--- config.mk ---
export PLATFORM = sky130hd
export DESIGN_NAME = pc_sequencer_flat
export DESIGN_NICKNAME = d
export VERILOG_FILES = /design/src/rtl/pc_sequencer_if.sv /design/src/rtl/pc_sequencer.sv /design/src/flat_wrapper.sv
export SDC_FILE = /design/constraint.sdc
export NUM_CORES = 1
export LEC_CHECK = 0
export BUFFER_PORTS_ARGS = -buffer_cell sky130_fd_sc_hd__buf_2
export CAP_MARGIN = 20
export CELL_PAD_IN_SITES_DETAIL_PLACEMENT = 1
export CELL_PAD_IN_SITES_GLOBAL_PLACEMENT = 1
export CORE_UTILIZATION = 30
export CTS_CLUSTER_DIAMETER = 50
export DETAILED_ROUTE_END_ITERATION = 6
export MAX_ROUTING_LAYER = met4
export PLACE_DENSITY = 0.71
export SYNTH_ARGS = -nofsm -noshare
export SYNTH_HDL_FRONTEND = slang
export SYNTH_SLANG_ARGS = --single-unit
--- constraint.sdc ---
create_clock -name clk -period 3.2 [get_ports clk]
set_input_delay 0.64 -clock clk [delete_from_list [all_inputs] [get_ports clk]]
set_output_delay 0.64 -clock clk [all_outputs]
set_load 0.05 [all_outputs]
--- src/rtl/pc_sequencer_if.sv ---
// ----------------------------------------------------------------------------
// pc_sequencer_if
// Bundles the control inputs and the observable state of the program-counter
// sequencer so that the CPU front end and the sequencer share one connection.
//
//   slave  modport (sequencer side):
//     inputs : goto, new_addr, halt, go, stall, eret, irq[2:0]
//     outputs: pc, pc_plus_1, epc, pending[2:0], in_isr, int_level[1:0],
//              halted, instr_cnt
//   master modport (next-PC logic / decode / instruction-fetch side):
//     the same signals with the opposite directions
// ----------------------------------------------------------------------------
interface pc_sequencer_if;
  // Requests toward the sequencer
  logic        goto;       // redirect to new_addr this cycle
  logic [31:0] new_addr;   // redirect target
  logic        halt;       // decoded halt/syscall at current pc
  logic        go;         // resume request while halted
  logic        stall;      // freeze pc and sequencing this cycle
  logic        eret;       // decoded return-from-interrupt at current pc
  logic [2:0]  irq;        // interrupt request pulses, bit 0 highest priority

  // State reported by the sequencer
  logic [31:0] pc;         // registered current pc
  logic [31:0] pc_plus_1;  // pc + PC_STEP, combinational
  logic [31:0] epc;        // saved return address
  logic [2:0]  pending;    // latched, unserviced requests
  logic        in_isr;     // a handler is executing
  logic [1:0]  int_level;  // level being serviced
  logic        halted;     // sequencer is in the HALTED state
  logic [31:0] instr_cnt;  // retired-instruction counter

  modport slave (
    input  goto, new_addr, halt, go, stall, eret, irq,
    output pc, pc_plus_1, epc, pending, in_isr, int_level, halted, instr_cnt
  );

  modport master (
    output goto, new_addr, halt, go, stall, eret, irq,
    input  pc, pc_plus_1, epc, pending, in_isr, int_level, halted, instr_cnt
  );
endinterface

--- src/rtl/pc_sequencer.sv ---
// ----------------------------------------------------------------------------
// pc_sequencer
// Owns the program counter of the single-cycle CPU. Each cycle it picks the
// next pc from: the sequential address, a goto redirect, an interrupt vector,
// or the saved return address on eret. It also sequences halt/resume and
// arbitrates three latched interrupt requests (bit 0 highest priority).
//
// Ports:
//   clk  - single clock, all state changes on the rising edge
//   rst  - synchronous, active-high reset
//   bus  - pc_sequencer_if.slave: control inputs and reported state
// ----------------------------------------------------------------------------
module pc_sequencer #(
  parameter logic [31:0] RESET_PC   = 32'h0000_0000,
  parameter logic [31:0] PC_STEP    = 32'h0000_0004,
  parameter logic [31:0] VEC_BASE   = 32'h0000_0100,
  parameter logic [31:0] VEC_STRIDE = 32'h0000_0040
) (
  input  logic                 clk,
  input  logic                 rst,
  pc_sequencer_if.slave        bus
);

  typedef enum logic {
    ST_RUN    = 1'b0,
    ST_HALTED = 1'b1
  } state_t;

  state_t      r_state;
  logic [31:0] r_pc;
  logic [31:0] r_epc;
  logic [2:0]  r_pending;
  logic        r_in_isr;
  logic [1:0]  r_int_level;
  logic        r_halted;
  logic [31:0] r_instr_cnt;

  logic [31:0] w_pc_plus_1;
  logic [31:0] w_seq_next;
  logic [31:0] w_vector;
  logic [1:0]  w_level;
  logic [2:0]  w_clr;
  logic        w_take_irq;

  assign w_pc_plus_1 = r_pc + PC_STEP;
  assign w_seq_next  = bus.goto ? bus.new_addr : w_pc_plus_1;
  assign w_vector    = VEC_BASE + VEC_STRIDE * {30'd0, w_level};

  // Pick the lowest-index pending request and decide whether it is taken.
  // A halt in the same cycle wins; an active handler blocks new service.
  // NOTE: every always_comb output gets a default first so no path leaves a
  // signal unassigned, which would otherwise infer a latch.
  always_comb begin
    w_level    = 2'd0;
    w_clr      = 3'b000;
    if (r_pending[0])      w_level = 2'd0;
    else if (r_pending[1]) w_level = 2'd1;
    else if (r_pending[2]) w_level = 2'd2;
    w_take_irq = (r_state == ST_RUN) && !bus.stall && !bus.halt &&
                 !r_in_isr && (r_pending != 3'b000);
    if (w_take_irq) w_clr = 3'b001 << w_level;
  end

  // NOTE: sequential state uses non-blocking assignments so every register
  // samples the pre-edge values of the others, independent of statement order.
  always_ff @(posedge clk) begin
    if (rst) begin
      r_state     <= ST_RUN;
      r_pc        <= RESET_PC;
      r_epc       <= 32'd0;
      r_pending   <= 3'b000;
      r_in_isr    <= 1'b0;
      r_int_level <= 2'd0;
      r_halted    <= 1'b0;
      r_instr_cnt <= 32'd0;
    end else begin
      // Requests latch in every state, stalled or not; a new pulse on the
      // bit being serviced survives the clear.
      r_pending <= (r_pending & ~w_clr) | bus.irq;

      unique case (r_state)
        ST_RUN: begin
          if (!bus.stall) begin
            r_instr_cnt <= r_instr_cnt + 32'd1;
            if (bus.halt) begin
              r_state  <= ST_HALTED;
              r_halted <= 1'b1;
            end else if (w_take_irq) begin
              r_epc       <= w_seq_next;
              r_pc        <= w_vector;
              r_in_isr    <= 1'b1;
              r_int_level <= w_level;
            end else if (bus.eret && r_in_isr) begin
              r_pc     <= r_epc;
              r_in_isr <= 1'b0;
            end else begin
              r_pc <= w_seq_next;
            end
          end
        end
        ST_HALTED: begin
          // Resume just past the halt instruction; the counter already
          // counted the halt when it was accepted.
          if (bus.go && !bus.stall) begin
            r_state  <= ST_RUN;
            r_halted <= 1'b0;
            r_pc     <= w_pc_plus_1;
          end
        end
        default: r_state <= ST_RUN;
      endcase
    end
  end

  assign bus.pc        = r_pc;
  assign bus.pc_plus_1 = w_pc_plus_1;
  assign bus.epc       = r_epc;
  assign bus.pending   = r_pending;
  assign bus.in_isr    = r_in_isr;
  assign bus.int_level = r_int_level;
  assign bus.halted    = r_halted;
  assign bus.instr_cnt = r_instr_cnt;

endmodule
--- src/flat_wrapper.sv ---
// flat-port wrapper written by rule: the top's interface ports become plain ports
module pc_sequencer_flat 
#(
  parameter logic [31:0] RESET_PC   = 32'h0000_0000,
  parameter logic [31:0] PC_STEP    = 32'h0000_0004,
  parameter logic [31:0] VEC_BASE   = 32'h0000_0100,
  parameter logic [31:0] VEC_STRIDE = 32'h0000_0040
)
  (clk, rst, bus_goto, bus_new_addr, bus_halt, bus_go, bus_stall, bus_eret, bus_irq, bus_pc, bus_pc_plus_1, bus_epc, bus_pending, bus_in_isr, bus_int_level, bus_halted, bus_instr_cnt);
  pc_sequencer_if bus_i ();
  input  logic clk;
  input  logic rst;
  input wire logic [$bits(bus_i.goto)-1:0] bus_goto;
  input wire logic [$bits(bus_i.new_addr)-1:0] bus_new_addr;
  input wire logic [$bits(bus_i.halt)-1:0] bus_halt;
  input wire logic [$bits(bus_i.go)-1:0] bus_go;
  input wire logic [$bits(bus_i.stall)-1:0] bus_stall;
  input wire logic [$bits(bus_i.eret)-1:0] bus_eret;
  input wire logic [$bits(bus_i.irq)-1:0] bus_irq;
  output wire logic [$bits(bus_i.pc)-1:0] bus_pc;
  output wire logic [$bits(bus_i.pc_plus_1)-1:0] bus_pc_plus_1;
  output wire logic [$bits(bus_i.epc)-1:0] bus_epc;
  output wire logic [$bits(bus_i.pending)-1:0] bus_pending;
  output wire logic [$bits(bus_i.in_isr)-1:0] bus_in_isr;
  output wire logic [$bits(bus_i.int_level)-1:0] bus_int_level;
  output wire logic [$bits(bus_i.halted)-1:0] bus_halted;
  output wire logic [$bits(bus_i.instr_cnt)-1:0] bus_instr_cnt;
  assign bus_i.goto = bus_goto;
  assign bus_i.new_addr = bus_new_addr;
  assign bus_i.halt = bus_halt;
  assign bus_i.go = bus_go;
  assign bus_i.stall = bus_stall;
  assign bus_i.eret = bus_eret;
  assign bus_i.irq = bus_irq;
  assign bus_pc = bus_i.pc;
  assign bus_pc_plus_1 = bus_i.pc_plus_1;
  assign bus_epc = bus_i.epc;
  assign bus_pending = bus_i.pending;
  assign bus_in_isr = bus_i.in_isr;
  assign bus_int_level = bus_i.int_level;
  assign bus_halted = bus_i.halted;
  assign bus_instr_cnt = bus_i.instr_cnt;
  pc_sequencer #(.RESET_PC(RESET_PC), .PC_STEP(PC_STEP), .VEC_BASE(VEC_BASE), .VEC_STRIDE(VEC_STRIDE)) u_core (.clk(clk), .rst(rst), .bus(bus_i));
endmodule
==> impl_results.md, run 1 <==
- Syn Area/Cell: ~7.7 µm²
- Initial antenna violation count: 0
- Register share of total power: a little over two fifths
- Largest net degree at the start of global routing: 44
- Core Region: approximately 18,000 µm²
- Min-Delay Path Class: register to register
- Chip height: between 100 and 150 µm
- Worst skew pair latency: roughly 0.36 ns
- Sinks on the clock net: between 100 and 150
- # diodes: 0
- Grt total ovfl: 0
- Grt met1 use: ~28%
- GPL Wtd Cong: 0.848
- H-tree depth: 3
- Buf+Inv Stages, Crit Path: 1
- Peak fanout along the critical path: 8
- Relative slew slack: roughly 45%
- CTS buffer count: 9
- Top post-synthesis cells by count: 104 x dfxtp_1, 95 x nand2_1, 85 x nor2_1
- Violation count after the first detailed-route iteration: between 300 and 400
- CTS tree: done
- Critical Path Start Type: register
- Most used DFF post-synth: dfxtp_1
- Sum Neg Setup Slack: 0 ns
- Comb power frac: a little under a quarter
- Clock power share: a little over a third
- Global-route wire length before repair: approximately 34,000 µm
- Pwr Total: 3340 µW
- Yosys synthesis warning count: 0
- Initial Util: around 31%
- Slowest cell delay on critical path: 0.65 ns
- Leak Pwr: between 0.003 and 0.004 µW
- Layout fillers: between 2,000 and 2,500
- Maximum clock rate: roughly 0.32 GHz
- Syn Nets: approximately 800
- Routed Wire Length: around 22,000 µm
- Final Skew: 0.00964 ns
- Final Critical Period: between 3 and 4 ns
- Sequential fraction of the synthesis area: 36.7%
- Synth area leaders: dfxtp_1 37%, nand2_1 6.3%, nor2_1 5.6%
- Final setup vio count: 0
- Sw Ratio: between 30 and 40%
- Status: finished, final reports clean
- Maxcap violations: 0
- Ordered cell list for the critical path: nand3_1, or4_4, nor2_1, xor2_2, buf_2
- Number of global-route vias before repair: about 5,900
- Ports: approximately 180
- FF-to-FF setup slack: between 0.8 and 0.9 ns
- Slowest cell on crit path: or4_4
- Port bufs: around 180
- GR Layer Usage met2: 37.6%
- Vias per cell: around 5.4
- Worst-path clk slew: approximately 0.080 ns
- Post-Route Utilization: between 30 and 40%
- DR vias: between 6,000 and 7,000
- Power Density: about 460 nW/µm²
- Antenna-violating nets left: 0
- Fin. Hold Viols: 0
- WHS: approximately 0.47 ns
- Wirelength per Cell: approximately 19 µm
- Chip width: 139 µm
- Post-synth top area share: a little under two fifths
- Cell count after synthesis: around 740
- Async SR Flop Fraction: 0%
- Fin crit share: 96.2%
- Cell variety after synth: 63
- Total GRT Usage: 23.0%
- Worst path top cell family by delay: simple AND/OR/NAND/NOR gates
- Mapped Area: 5670 µm²
- HPWL after DPL: approximately 16,000 µm
- Root Buffer: clkbuf_16
- Critical Path RT: between 2 and 3 ns
- Most common cell in the netlist: dfxtp_1
- Yosys reg bits: ~100
- Post-synth EDFFs: 0
- M3 GR Usage: approximately 5.5%
- Final-stage net count: 951
- Hold-fix buffer count after cts: 0
- Die area: approximately 20,000 µm²
- Yosys top cell by area: dfxtp_1
- NetSw: 1240 µW
- Crit path DAT: about 2.4 ns
- Max clock buf depth: 2
- VDD IR max: between 200 and 300 µV
- Row count: 49
- Worst Setup Path Type: register to primary output
- Slew Limit Fails: 0
- Share of layout cells above drive strength 1: approximately 27%
- Pre-antenna DRT Iters: 4
- CP Capture Type: primary output
- DRC: 0
- Area added between synthesis and finish: 27.7%
- Internal Pwr Total: about 2100 µW
- Slew @ Worst Pin: 0.821 ns
- GR peak layer: met2
state kept, by name, indices dropped and copies added, names as in the netlist:
signal / cells
u_core.bus.pc: 32
u_core.bus.in_isr: 1
u_core.bus.pending: 3
u_core.bus.halted: 1
u_core.r_state: 1
u_core.bus.instr_cnt: 32
u_core.bus.epc: 32
u_core.bus.int_level: 2
routing by layer:
layer,wire (µm),part of all wire [%]
met5,0,0
met2,10300,47
met3,1270,5.8
met4,377,1.7
met1,9800,45
power by group through the flow:
| stage | Combinational, µW | Clock, µW | Sequential [µW] |
|---|---|---|---|
| after global placement | 750 | 0 | 1440 |
| after floorplan | 356 | 0 | 1600 |
| after detailed placement | 754 | 0 | 1450 |
| final | 757 | 1170 | 1420 |
| after CTS | 756 | 1200 | 1420 |
| after global routing | 801 | 1240 | 1430 |
kinds of logic (layout without fill, tap and decap cells):
group | after synthesis | after routing | synth area share [%]
flip-flops | 104 | 104 | 36.7
adder cells (fa/ha/maj) | 3 | 3 | 0.662
AO/OA/AOI/OAI | 176 | 176 | 19.6
AND/OR/NAND/NOR | 329 | 329 | 28.1
XOR/XNOR | 53 | 53 | 8.32
multiplexers | 14 | 14 | 2.58
buffers and inverters | 56 | 232 | 3.97
layout make-up:
| class | instances | area, µm² | area share (%) |
|---|---|---|---|
| clock inverters | 7 | 86.3 | 1.19 |
| repair buffers | 204 | 1090 | 15.1 |
| well taps | 229 | 287 | 3.96 |
| multi-input cells | 575 | 3420 | 47.2 |
| clock buffers | 9 | 225 | 3.11 |
| inverters | 12 | 45.0 | 0.622 |
| flip-flops and latches | 104 | 2090 | 28.8 |
worst min-delay path: cells and delay by family, from the launching register on:
kind	cells	cell delay, ns
flip-flops	1	0.33
AND/OR/NAND/NOR	2	0.10
cells in the final DEF (no fill, tap or decap), drive strengths merged, types with 4 or more instances in the layout:
cell type | netlist | final
buf | 13 | 203
dfxtp | 104 | 104
nand2 | 95 | 95
nor2 | 85 | 85
a21oi | 60 | 60
nand3 | 50 | 50
o21ai | 40 | 40
xnor2 | 28 | 28
xor2 | 25 | 25
nor3 | 19 | 19
nand4 | 16 | 16
inv | 11 | 14
nand2b | 13 | 13
o211ai | 12 | 12
and3 | 11 | 11
or3 | 11 | 11
a221oi | 11 | 11
clkbuf | 31 | 10
mux2i | 9 | 9
a31oi | 9 | 9
and2 | 7 | 7
a211oi | 7 | 7
a22oi | 7 | 7
and4 | 5 | 5
mux2 | 5 | 5
or2 | 5 | 5
clkinv | 1 | 5
a21o | 4 | 4
or4 | 4 | 4
nor4 | 4 | 4
final timing paths:
| kind | startpoint | endpoint | depth (start not counted) |
|---|---|---|---|
| worst min register to register | u_core.bus.epc[27] | u_core.bus.epc[27] | 2 |
| worst max register to register | u_core.bus.pc[19] | u_core.bus.pc[31] | 7 |
| worst min-delay path | u_core.bus.epc[27] | u_core.bus.epc[27] | 2 |
| worst max-delay path | u_core.bus.pc[6] | bus_pc_plus_1[18] | 5 |
what timing repair did:
| action | 4_1_cts | 5_1_grt |
|---|---|---|
| pin swaps | 0 | 1 |
| gates resized for setup | 1 | 8 |
| hold endpoints to repair | 0 | 0 |
| endpoints found under the setup margin | 2 | 13 |
| setup buffers | 0 | 1 |
metrics by stage:
step,cells,setup WS [ns],instance area (µm²)
after floorplan,735,-0.0194,5690
after global placement,1123,0.440,6880
after detailed placement,1123,0.393,6880
after CTS,1139,0.000723,7200
after global routing,1140,-0.00434,7240
final,1140,0.123,7240
Note: power is estimated with default switching activity, not from simulation.
==> inputs of run 2 (changes only) <==
--- a/config.mk
+++ b/config.mk
@@ -14,2 +14,3 @@
 export DETAILED_ROUTE_END_ITERATION = 6
+export HOLD_SLACK_MARGIN = 0.05
 export MAX_ROUTING_LAYER = met4
==> constraint.sdc (replaced) <==
create_clock -name clk -period 3.2 [get_ports clk]
set_input_delay 0.48 -clock clk [delete_from_list [all_inputs] [get_ports clk]]
set_output_delay 0.48 -clock clk [all_outputs]
set_load 0.05 [all_outputs]
==> run 2 against run 1 <==
  * Total power decreased by 2.4%
  * Fmax up 1.6%
  * Routed wire length is 0.54% higher
  * Register-to-register slack worse by 0.17 ns
  * Clock-buffer cell count stayed put
  * Cell area down 1.7%
  * Via count grew 0.13%
  * Clock power is 6% lower
  * Combinational power is 1% lower
  * Largest cell class unchanged
  * Critical endpoint is now bus_pc_plus_1[30]
  * Hold slack worse by 0.14 ns
  * Critical path type unchanged
==> impl_results.md, run 2 (same netlist as run 1, synthesis figures left out) <==
- Final Critical Period: around 3.0 ns
- Worst skew pair latency: roughly 0.36 ns
- Met3 wire len: between 1000 and 1500 µm
- Chip height: around 140 µm
- Sinks on the clock net: approximately 100
- Vias per cell: ~5.5
- Slew Limit Fails: 0
- WL met2: roughly 11,000 µm
- Worst Setup Path Type: register to primary output
- Chip width: approximately 140 µm
- CP Capture Type: primary output
- Initial Util: a little under a third
- DRT met1 WL: slightly below 10,000 µm
- Area added between synthesis and finish: 25.6%
- Grt total ovfl: 0
- VDD IR max: 265 µV
- Min-Delay Path Class: primary input to register
- Hold-fix buffer count after cts: 0
- Number of global-route vias before repair: a little over 6,000
- Top layer in use: met4
- H-tree depth: 3
- Wirelength per Cell: slightly below 20 µm
- Largest net degree at the start of global routing: 48
- Sum Neg Setup Slack: 0 ns
- Post-Route Utilization: about 39%
- DRC: 0
- Total GRT Usage: between 20% and 30%
- Row count: 49
- Crit path DAT: around 2.6 ns
- Commonest non-fill, non-tap cells in the layout: 176 x buf_2, 104 x dfxtp_1, 95 x nand2_1
- Final-stage net count: roughly 940
- Maximum clock rate: about 0.33 GHz
- Global-route wire length before repair: ~35,000 µm
- CTS tree: done
- Most common cell after layout, fill and taps aside: buf_2
- Slew @ Worst Pin: ~0.95 ns
- Share of layout cells above drive strength 1: about a quarter
- Worst-path clk slew: about 0.08 ns
- Critical Path Start Type: register
- Pre-antenna DRT Iters: 5
- Violation count after the first detailed-route iteration: 377
- Peak fanout along the critical path: 8
- Initial antenna violation count: 0
- Port bufs: around 180
- Maxcap violations: 0
- DR vias: 6,220
- Final Skew: roughly 0.0071 ns
- Root Buffer: clkbuf_16
- HPWL after DPL: between 15,000 and 20,000 µm
- Power Density: about 460 nW/µm²
- Antenna-violating nets left: 0
- Relative slew slack: between 30 and 40%
- FF-to-FF setup slack: between 0.7 and 0.8 ns
- Leak Pwr: 0.00306 µW
- Layout fillers: around 2,300
- Final setup vio count: 0
- Max clock buf depth: 2
- Routed Wire Length: around 22,000 µm
- Status: finished, final reports clean
- Instance area at placement: a little under 7000 µm²
- Critical Path RT: between 2 and 3 ns
- Core Region: 18,200 µm²
- CTS buffer count: 9
- Fin. Hold Viols: 0
- Design Area, Final: approximately 7100 µm²
- Fin crit share: a little over nine tenths
- Die area: about 19,000 µm²
- GPL Wtd Cong: between 0.8 and 0.9
- RSZ-0062 raised after global routing: no
- Ports: between 150 and 200
-- run 2: critical path, cell delays in order, from the launching register on --
cell and delay, ns:
dfxtp_1 0.44, nand3_1 0.34, nor2_1 0.29, nand3_2 0.12, or4_4 0.53, xnor2_2 0.17, buf_2 0.29
-- run 2: what timing repair did --
| action | 4_1_cts | 5_1_grt |
|---|---|---|
| setup endpoints to repair | 1 | 10 |
| gates resized for setup | 1 | 2 |
| buffers inserted | 0 | 1 |
| gates cloned | 0 | 0 |
| pin swaps | 0 | 1 |
-- run 2: power breakdown --
part / leakage, µW / switching (µW) / internal [µW]
Sequential: 0.000845 / 74.8 / 1350
Clock: 0.000134 / 559 / 536
Combinational: 0.00208 / 556 / 191
Total: 0.00306 / 1190 / 2070
-- run 2: worst paths after layout --
path | start | to | depth (start not counted)
min | bus_irq[0] | u_core.bus.pending[0] | 3
min reg2reg | u_core.bus.epc[5] | u_core.bus.epc[5] | 2
max reg2reg | u_core.r_state | u_core.bus.pc[28] | 7
max | u_core.bus.pc[7] | bus_pc_plus_1[30] | 6
-- run 2: routing by layer --
layer  up-vias  GRT usage, %
li1       2947             -
met1      3073          28.8
met2       173          39.8
met3        27          4.13
met4         0          6.90
met5         -             -
-- run 2: through the flow --
stage               power, µW  instances  setup slack [ns]  hold slack (ns)
floorplan                1960        735            0.0550            0.590
detailed placement       2190       1116             0.381            0.464
finish                   3260       1134             0.170            0.330
CTS                      3290       1132            0.0272            0.325
global placement         2190       1116             0.494            0.457
global route             3400       1133           0.00443            0.335
-- run 2: area by class of cell --
| class | instances | area, µm² | area share (%) |
|---|---|---|---|
| clock buffer | 9 | 225 | 3.16 |
| inverter | 12 | 45.0 | 0.633 |
| multi-input combinational | 575 | 3380 | 47.5 |
| tap | 229 | 287 | 4.03 |
| sequential | 104 | 2080 | 29.2 |
| antenna | 1 | 2.50 | 0.0352 |
| clock inverter | 7 | 53.8 | 0.756 |
| timing repair buffer | 197 | 1040 | 14.6 |
